===== config.mk =====
export PLATFORM = sky130hd
export DESIGN_NAME = dcache_direct_mapped
export DESIGN_NICKNAME = d
export VERILOG_FILES = /design/src/rtl/dcache_direct_mapped.sv
export SDC_FILE = /design/constraint.sdc
export NUM_CORES = 1
export LEC_CHECK = 0
export CORE_MARGIN = 2
export CORE_UTILIZATION = 55
export DETAILED_ROUTE_END_ITERATION = 8
export MAX_ROUTING_LAYER = met4
export PLACE_DENSITY = 0.77
export SYNTH_ARGS = -nofsm -noshare
export SYNTH_HDL_FRONTEND = slang
export SYNTH_SLANG_ARGS = --single-unit

===== constraint.sdc =====
create_clock -name CLK -period 11.3 [get_ports CLK]
set_input_delay 2.825 -clock CLK [delete_from_list [all_inputs] [get_ports CLK]]
set_output_delay 2.825 -clock CLK [all_outputs]
set_load 0.05 [all_outputs]

===== src/rtl/dcache_direct_mapped.sv =====
// Direct-mapped, write-back, write-allocate data cache between the cpu data port and a block-wide data memory.
// Latency: hits take 0 stall cycles. A clean miss takes 1+M+1+1 cycles. A dirty miss adds M+1 cycles for the eviction (M = memory busy cycles).
// Backpressure: BUSYWAIT holds the cpu through a miss. MEM_BUSYWAIT holds the FSM in WRITE_BACK / MEM_READ_ST.
// Ports: CLK/RESET (async, active-high); cpu side READ, WRITE, ADDRESS, WRITEDATA, READDATA, BUSYWAIT;
//        memory side MEM_READ, MEM_WRITE, MEM_ADDRESS {tag,index}, MEM_WRITEDATA, MEM_READDATA, MEM_BUSYWAIT.
module dcache_direct_mapped #(
  parameter int INDEX_BITS  = 3,
  parameter int OFFSET_BITS = 2,
  parameter int TAG_BITS    = 3
) (
  input  logic                           CLK,
  input  logic                           RESET,
  input  logic                           READ,
  input  logic                           WRITE,
  input  logic [7:0]                     ADDRESS,
  input  logic [7:0]                     WRITEDATA,
  output logic [7:0]                     READDATA,
  output logic                           BUSYWAIT,
  output logic                           MEM_READ,
  output logic                           MEM_WRITE,
  output logic [TAG_BITS+INDEX_BITS-1:0] MEM_ADDRESS,
  output logic [(8<<OFFSET_BITS)-1:0]    MEM_WRITEDATA,
  input  logic [(8<<OFFSET_BITS)-1:0]    MEM_READDATA,
  input  logic                           MEM_BUSYWAIT
);

  localparam int NBLK = 1 << INDEX_BITS;
  localparam int BW   = 8 << OFFSET_BITS;

  typedef enum logic [1:0] {
    IDLE        = 2'd0,
    WRITE_BACK  = 2'd1,
    MEM_READ_ST = 2'd2,
    UPDATE      = 2'd3
  } state_t;

  state_t state, state_nxt;

  logic [BW-1:0]       data_q  [NBLK];
  logic [TAG_BITS-1:0] tag_q   [NBLK];
  logic [NBLK-1:0]     valid_q;
  logic [NBLK-1:0]     dirty_q;
  logic [BW-1:0]       fill_q;

  logic [INDEX_BITS-1:0]  idx;
  logic [TAG_BITS-1:0]    tag_in;
  logic [OFFSET_BITS-1:0] off;
  logic                   hit;
  logic                   do_write;

  assign idx    = ADDRESS[OFFSET_BITS +: INDEX_BITS];
  assign tag_in = ADDRESS[7 -: TAG_BITS];
  assign off    = ADDRESS[OFFSET_BITS-1:0];
  assign hit    = valid_q[idx] && (tag_q[idx] == tag_in);

  // Reset clears every data block, so READDATA reads 0 during and right after reset.
  assign READDATA = data_q[idx][{off, 3'b000} +: 8];

  always_comb begin
    state_nxt     = state;
    BUSYWAIT      = 1'b0;
    MEM_READ      = 1'b0;
    MEM_WRITE     = 1'b0;
    MEM_ADDRESS   = '0;
    MEM_WRITEDATA = '0;
    do_write      = 1'b0;
    unique case (state)
      IDLE: begin
        if (READ || WRITE) begin
          if (hit) begin
            // A simultaneous READ and WRITE is handled as a write.
            do_write = WRITE;
          end else begin
            BUSYWAIT  = 1'b1;
            state_nxt = dirty_q[idx] ? WRITE_BACK : MEM_READ_ST;
          end
        end
      end
      WRITE_BACK: begin
        BUSYWAIT      = 1'b1;
        MEM_WRITE     = 1'b1;
        MEM_ADDRESS   = {tag_q[idx], idx};
        MEM_WRITEDATA = data_q[idx];
        if (!MEM_BUSYWAIT) state_nxt = MEM_READ_ST;
      end
      MEM_READ_ST: begin
        BUSYWAIT    = 1'b1;
        MEM_READ    = 1'b1;
        MEM_ADDRESS = {tag_in, idx};
        if (!MEM_BUSYWAIT) state_nxt = UPDATE;
      end
      UPDATE: begin
        BUSYWAIT  = 1'b1;
        state_nxt = IDLE;
      end
      default: state_nxt = IDLE;
    endcase
    // While reset is held, the state is IDLE but cache contents are invalid.
    // Force the stall low so the cpu is not held by a spurious miss.
    if (RESET) begin
      BUSYWAIT = 1'b0;
      do_write = 1'b0;
    end
  end

  always_ff @(posedge CLK or posedge RESET) begin
    if (RESET) state <= IDLE;
    else       state <= state_nxt;
  end

  always_ff @(posedge CLK or posedge RESET) begin
    if (RESET) begin
      for (int i = 0; i < NBLK; i++) begin
        data_q[i] <= '0;
        tag_q[i]  <= '0;
      end
      valid_q <= '0;
      dirty_q <= '0;
      fill_q  <= '0;
    end else begin
      if (do_write) begin
        data_q[idx][{off, 3'b000} +: 8] <= WRITEDATA;
        dirty_q[idx]                     <= 1'b1;
      end
      // Capture the refill on the completing edge.
      // UPDATE then installs it while the cpu request is still held stable.
      if (state == MEM_READ_ST && !MEM_BUSYWAIT) fill_q <= MEM_READDATA;
      if (state == UPDATE) begin
        data_q[idx]  <= fill_q;
        tag_q[idx]   <= tag_in;
        valid_q[idx] <= 1'b1;
        dirty_q[idx] <= 1'b0;
      end
    end
  end

endmodule


== Yosys cells after proc, flatten, opt, wreduce, memory -nomap -nowiden ==
Cells that the tools add are included.

* Register bits: 330
* Latch bits: 0
* Memory bits (writable): 0
* ROM bits: 0
* Logic and storage cells: 93
* Memories: 0

* Add/sub/neg operators: 1
* Multipliers: 0
* Div/mod/pow operators: 0
* Order comparisons: 4
* Eq/ne operators: 8
* Shift-type cells: 3
* Multiplexer cells: 43
* Bitwise gates (word level): 5
* Reduce and logical (&&, ||, !) cells: 9

{| class="wikitable"
|+ Operators with widths
! cell !! count
|-
| $bwmux W256 || 2
|-
| $mux W256 || 2
|-
| $demux W32 S3 || 2
|-
| $mux W32 || 5
|-
| $bmux W32 S3 || 1
|-
| $shift A8 B7 Y32 const A || 1
|-
| $shiftx A32 B6 Y8 || 1
|-
| $shiftx A8 B7 Y32 || 1
|-
| $bwmux W24 || 1
|-
| $mux W8 || 2
|-
| $or A8 B8 Y8 || 2
|-
| $mux W1 || 12
|-
| $pmux W6 S2 || 1
|-
| $mux W2 || 5
|-
| $bmux W3 S3 || 1
|-
| $demux W3 S3 || 1
|-
| $mux W3 || 3
|-
| $and A8 B8 Y8 || 1
|-
| $ne A2 B2 Y1 const B || 4
|-
| $not A8 Y8 || 1
|-
| $pmux W2 S4 || 1
|-
| $neg A5 Y7 || 1
|-
| $bmux W1 S3 || 2
|-
| $eq A2 B2 Y1 const B || 2
|-
| other kinds (15) || 18
|}

== Longest topological paths before layout ==
* Depth after elaboration: 13
* Gate-level depth with buffers: 12
* Depth with buffers taken out: 7

== Worst setup path after synthesis ==
OpenSTA, ideal clock, no wires.

* Kind: input-to-output
* Start point: input ADDRESS[2]
* End point: output BUSYWAIT
* Arrival: 5141 ps
* Data required time: 8475 ps
* Slack: 3334 ps
* Cell stages on the path: 11
* Path buffers: 6
* Cell sequence: buf_6 buf_12 buf_6 mux2i_1 o22ai_1 o221a_2 o21a_1 buf_4 buf_6 buf_4 a221oi_2

* Word-level cells in the longest chain between the ends: 10
* Elaborated cells on any way between the ends: 12

{| class="wikitable"
|+ Ends and longest elaborated chain
! item !! RTL line !! text
|-
| start, declared || 15 || <nowiki>input logic [7:0] ADDRESS,</nowiki>
|-
| $not A3 Y4 (not written as such) || 54 || <nowiki>assign hit = valid_q[idx] && (tag_q[idx] == tag_in);</nowiki>
|-
| $bmux W3 S3 || 54 ||
|-
| $mux W3 (not written as such) (2 in a row) || 54 ||
|-
| $eq A3 B3 Y1 || 54 ||
|-
| $logic_and A1 B1 Y1 (*) || 54 ||
|-
| $mux W1 (*) || 70 || <nowiki>if (hit) begin</nowiki>
|-
| $mux W1 (*) || 69 || <nowiki>if (READ || WRITE) begin</nowiki>
|-
| $pmux W1 S2 (*) || 67 || <nowiki>unique case (state)</nowiki>
|-
| $mux W1 (*) || 100 || <nowiki>if (RESET) begin</nowiki>
|-
| end, declared || 18 || <nowiki>output logic BUSYWAIT,</nowiki>
|}

Mark *: on every way between the ends. The rest lies on a longest branch, timed or not. The select of a mux whose other input is x is not followed.

== Worst setup path in the final report ==
* Start point: input ADDRESS[4]
* End point: output READDATA[6]

* Word-level cells in the longest chain between the ends: 5

{| class="wikitable"
|+ Ends and longest elaborated chain
! item !! RTL line !! text
|-
| $not A3 Y4 (not written as such) || 57 || <nowiki>assign READDATA = data_q[idx][{off, 3'b000} +: 8];</nowiki>
|-
| $bmux W32 S3 || 57 ||
|-
| $mux W32 (not written as such) (2 in a row) || 57 ||
|-
| $shiftx A32 B6 Y8 || 57 ||
|-
| end, declared || 17 || <nowiki>output logic [7:0] READDATA,</nowiki>
|}

Every way passes these cells. The select of a mux whose other input is x is not followed.

==> summary by stage <==
Run status
The flow ran to the end, but the final reports show violations. The final reports fail on DRC, slew limit.

Critical path
The path length in cells of the critical path is 8. The worst register-to-register path ends at data_q[207]$_DFF_PP0_. By startpoint and endpoint, the worst setup path is classified as in2out. Walking the worst path, the cells encountered are buf_2, buf_4, nand2_1, nor2_1, a22oi_1, o21ai_0, mux4_2, clkdlybuf4s50_1. The critical-path maximum fanout is 22. The path depth of the worst reg2reg path is 7. The launch point of the worst reg-to-reg path is tag_q[11]$_DFFE_PP0P_. STA classifies the critical path startpoint as an input port. The category of the worst setup path capture point is an output pin. On the worst path, the slowest cell contributes a delay of 1080 ps. STA puts the critical path data arrival time at 7000 ps.

The kind of cell adding the most delay to the critical path is buffers and inverters. For the worst setup path, the data required time is about 8500 ps. The master of the slowest instance on the critical path is nor2_1. The critical path buffer and inverter count is 3. The register-to-register path setup slack is 7600 ps.

Synth
Counting every net in the synthesized netlist gives 2286. The sequential cell area fraction in the yosys report is 42.8%. Ranked by total cell area, the synthesized netlist is headed by dfrtp_1 (43%), a31oi_1 (8.3%), nand4_1 (8.3%), o21ai_0 (6.9%), nor2_1 (6.0%). In this run the cell area of the synthesized design comes to 19300 um2. The total number of yosys warnings is 0. The number of enable-type register cells in the synthesized netlist is 0. Summing the areas of all fa, ha and maj instances in the mapped netlist gives 0.519% of the synthesized area.

The leading area contributor after synthesis is dfrtp_1. The post-synthesis share of cell area spent on xor and xnor gates is 0%. The area share of and/or/nand/nor cells after synthesis is between 20% and 30%. The post-synthesis compound-gate area fraction is 22.8%. Counting distinct cell types in the post-synthesis netlist gives 55. The main combinational cell family by area after synthesis is compound AO/OA/AOI/OAI gates. Dividing the synthesized area by the synthesized cell count gives 8.68 um2. The mux share of post-synthesis cell area is 6.49%.

In the synthesized netlist the dominant register cell turns out to be dfrtp_1. Of all flip-flops after synthesis, the portion carrying an async set or reset was 100%. After synthesis, the largest area contributor takes up 42.8% of total cell area. After technology mapping, the gate count stands at 2225. Synthesis inferred 330 register bits.

Clocking
Clock-pin slew was measured on the worst setup and hold paths at 60 ps. Buffers inserted to repair hold after CTS numbered 0. For this design, the sink count on the clock tree is 330.

The tree is rooted in a clkbuf_16. In this run, post-CTS repair resized a total of 0 instances. The CTS tree is yes.

The clock passes through at most 3 buffers. The number of setup buffers added after CTS is 0. The number of H-tree levels is 2.

The number of buffers created by CTS is 38. The clock reaches the later pin of the worst-skew pair after 550 ps.

Die
The floorplan step set the die height to ~190 um. After floorplanning, the core was divided into between 60 and 70 placement rows. For this configuration, the core starts out at a cell density of 55.9%. The floorplan step set the die width to 191 um. The area of the core is roughly 35000 um2. During I/O placement, the number of pins put on the boundary was just over 100. The die covers approximately 37000 um2.

Global route
The number of antenna violations at the first check in global routing was 3. The most heavily used metal layer in global routing is met2. The number of global-route vias before repair is 18594. In the global route stage, met1 resource usage came out at 54.7%. The total overflow left after global routing is 0. The met2 capacity usage during global routing is 58.9%. Entering global routing, the biggest net connects about 260 pins. In the global route stage, overall resource usage came out at between 40% and 50%. The first global-routing pass estimated 114 mm of wire. Global routing used around 14% of the available met3 tracks.

Timing
The actual transition at the worst max-transition pin is 1600 ps. The fraction of the cycle the final worst path needs is between 80% and 90%. After routing, the total negative slack on setup checks comes to 0 ps. Setup repair after global routing left no endpoint under its margin. Setup violations remaining at the end of the flow were counted as 0.

The upper clock frequency limit is just over 100 MHz. The number of hold violations in the final report came to 0. The smallest clock period supported by the final layout is computed as ~9800 ps. The tightest hold path in the finished design has a slack of 464 ps. The number of max-slew violations in the final report came to 107.

The headroom to the max-slew limit is -6.82%. For the final database, setup skew stands at between 10 and 15 ps.

Pwr
The proportion of power drawn by the clock network is 23.3%. The worst-case IR drop observed on VDD is 0.178 mV. The switching share of power is 41.8%. The relative contribution of sequential cells to total power is 41.4%. The internal power is 3.25 mW. The analysis attributes to net switching a power of roughly 2.3 mW. Combinational logic is responsible for 35.3% of the overall power. For this design the static power due to leakage is 7.93 nW.

The total power per unit cell area is 263 nW/um2.

Drt
The remaining antenna violation count after routing is 0. The DRC violation count after routing is 7. After detailed routing, the average wire length per cell comes to 29.0 um.

The total length of routed wires is around 76 mm. In this run, the number of DRC markers left after iteration 0 of detailed routing was 3562. After detailed routing, the number of vias per cell comes to 7.56. The number of detailed-route iterations in the first pass is 9. Detailed routing inserted a total of 19840 vias.

Placement
The number of I/O port buffers is approximately 100. The congestion estimate from routability-driven global placement came to 1.03. The HPWL after detailed placement is 46.8 mm.

Layout
The final layout net count is 2199. Cells with a size suffix above 1 make up 9.70% of the layout. In the layout the commonest cells are dfrtp_1 (330), nor2_1 (307), o21ai_0 (267). The signed area change from the synthesized netlist to the final layout is 9.92%. The most common cell after layout, fill and taps aside is dfrtp_1.

Flow run
The tool flagged a number of max-cap violations equal to 0.

Min path
The worst hold-check path type is reg2reg. For hold timing, the worst endpoint is valid_q[4]$_DFFE_PP0P_. The worst hold path was traced through 2 stages.

The worst hold path begins at valid_q[4]$_DFFE_PP0P_.
-- worst max path at each step --
stage                from          end  slack [ps]
2_1_floorplan  ADDRESS[2]     BUSYWAIT        3330
3_3_place_gp   ADDRESS[4]  READDATA[6]        1940
3_5_place_dp   ADDRESS[4]  READDATA[6]        1900
4_1_cts        ADDRESS[4]  READDATA[6]        1890
5_1_grt        ADDRESS[4]  READDATA[6]        1560
6_report       ADDRESS[4]  READDATA[6]        1470
-- Yosys cell counts (all sizes together) (9+ instances only) --
cell type  instances
a31oi            256
dfrtp            330
mux2i             33
o21ai            288
buf              138
a22oi             18
mux2              56
o22ai             10
and2              66
mux4              13
o31ai              9
nand2            117
nand4            256
inv               11
o211ai            32
a221oi            46
nor2             320
a21oi             23
clkbuf           127
-- sequential cells by signal, summed over array words and instances (netlist names), named ones only --
name     flops
dirty_q      1
tag_q       24
fill_q      32
data_q     256
valid_q      8
state        2
-- worst reg2reg max path, cell delays in order, from the launching register on --
cell     delay, ps
dfrtp_1        390
mux2i_1        170
o32ai_1        160
nor4_1         680
o22a_4         630
buf_4          970
nand4_1        370
a31oi_1        250
-- layout make-up --
cell class | instances | area [um2]
fill | 2905 | 13300
multi-input combinational | 1619 | 9740
timing repair buffer | 138 | 1310
clock buffer | 53 | 1100
clock inverter | 13 | 181
inverter | 11 | 45.0
tap | 455 | 569
antenna | 6 | 15.0
sequential | 330 | 8260
-- power groups by stage --
stage / logic, mW / clock network, mW / registers, mW
2_1_floorplan: 1.59 / 0 / 1.98
3_3_place_gp: 1.84 / 0 / 2.28
3_5_place_dp: 1.90 / 0 / 2.28
4_1_cts: 1.91 / 1.29 / 2.27
5_1_grt: 2.09 / 1.35 / 2.35
6_report: 1.97 / 1.30 / 2.31
-- metal layers --
metal	vias to the layer above	wire, um
met5	-	0
met4	0	5060
met3	430	11700
met2	1759	31900
met1	9477	27400
li1	8174	-
-- cell families (layout without fill, tap and decap cells) --
| group | after synthesis | after routing |
|---|---|---|
| AND/OR/NAND/NOR | 796 | 796 |
| AO/OA/AOI/OAI | 713 | 713 |
| flip-flops | 330 | 330 |
| buffers and inverters | 276 | 215 |
| multiplexers | 102 | 102 |
| adder cells (fa/ha/maj) | 8 | 8 |
| other | 0 | 6 |
-- per-stage QoR --
stage | utilization (%) | total power, mW | instance area, um2 | std cells | worst slack (ps)
2_1_floorplan | - | 3.57 | 19300 | 2225 | 3330
3_3_place_gp | 57.7 | 4.12 | 19900 | 2553 | 1940
3_5_place_dp | 57.7 | 4.19 | 19900 | 2553 | 1900
4_1_cts | 61.4 | 5.47 | 21200 | 2619 | 1890
5_1_grt | 61.4 | 5.79 | 21200 | 2623 | 1560
6_report | 61.4 | 5.58 | 21200 | 2625 | 1470
Note: power is estimated with default switching activity, not from simulation.
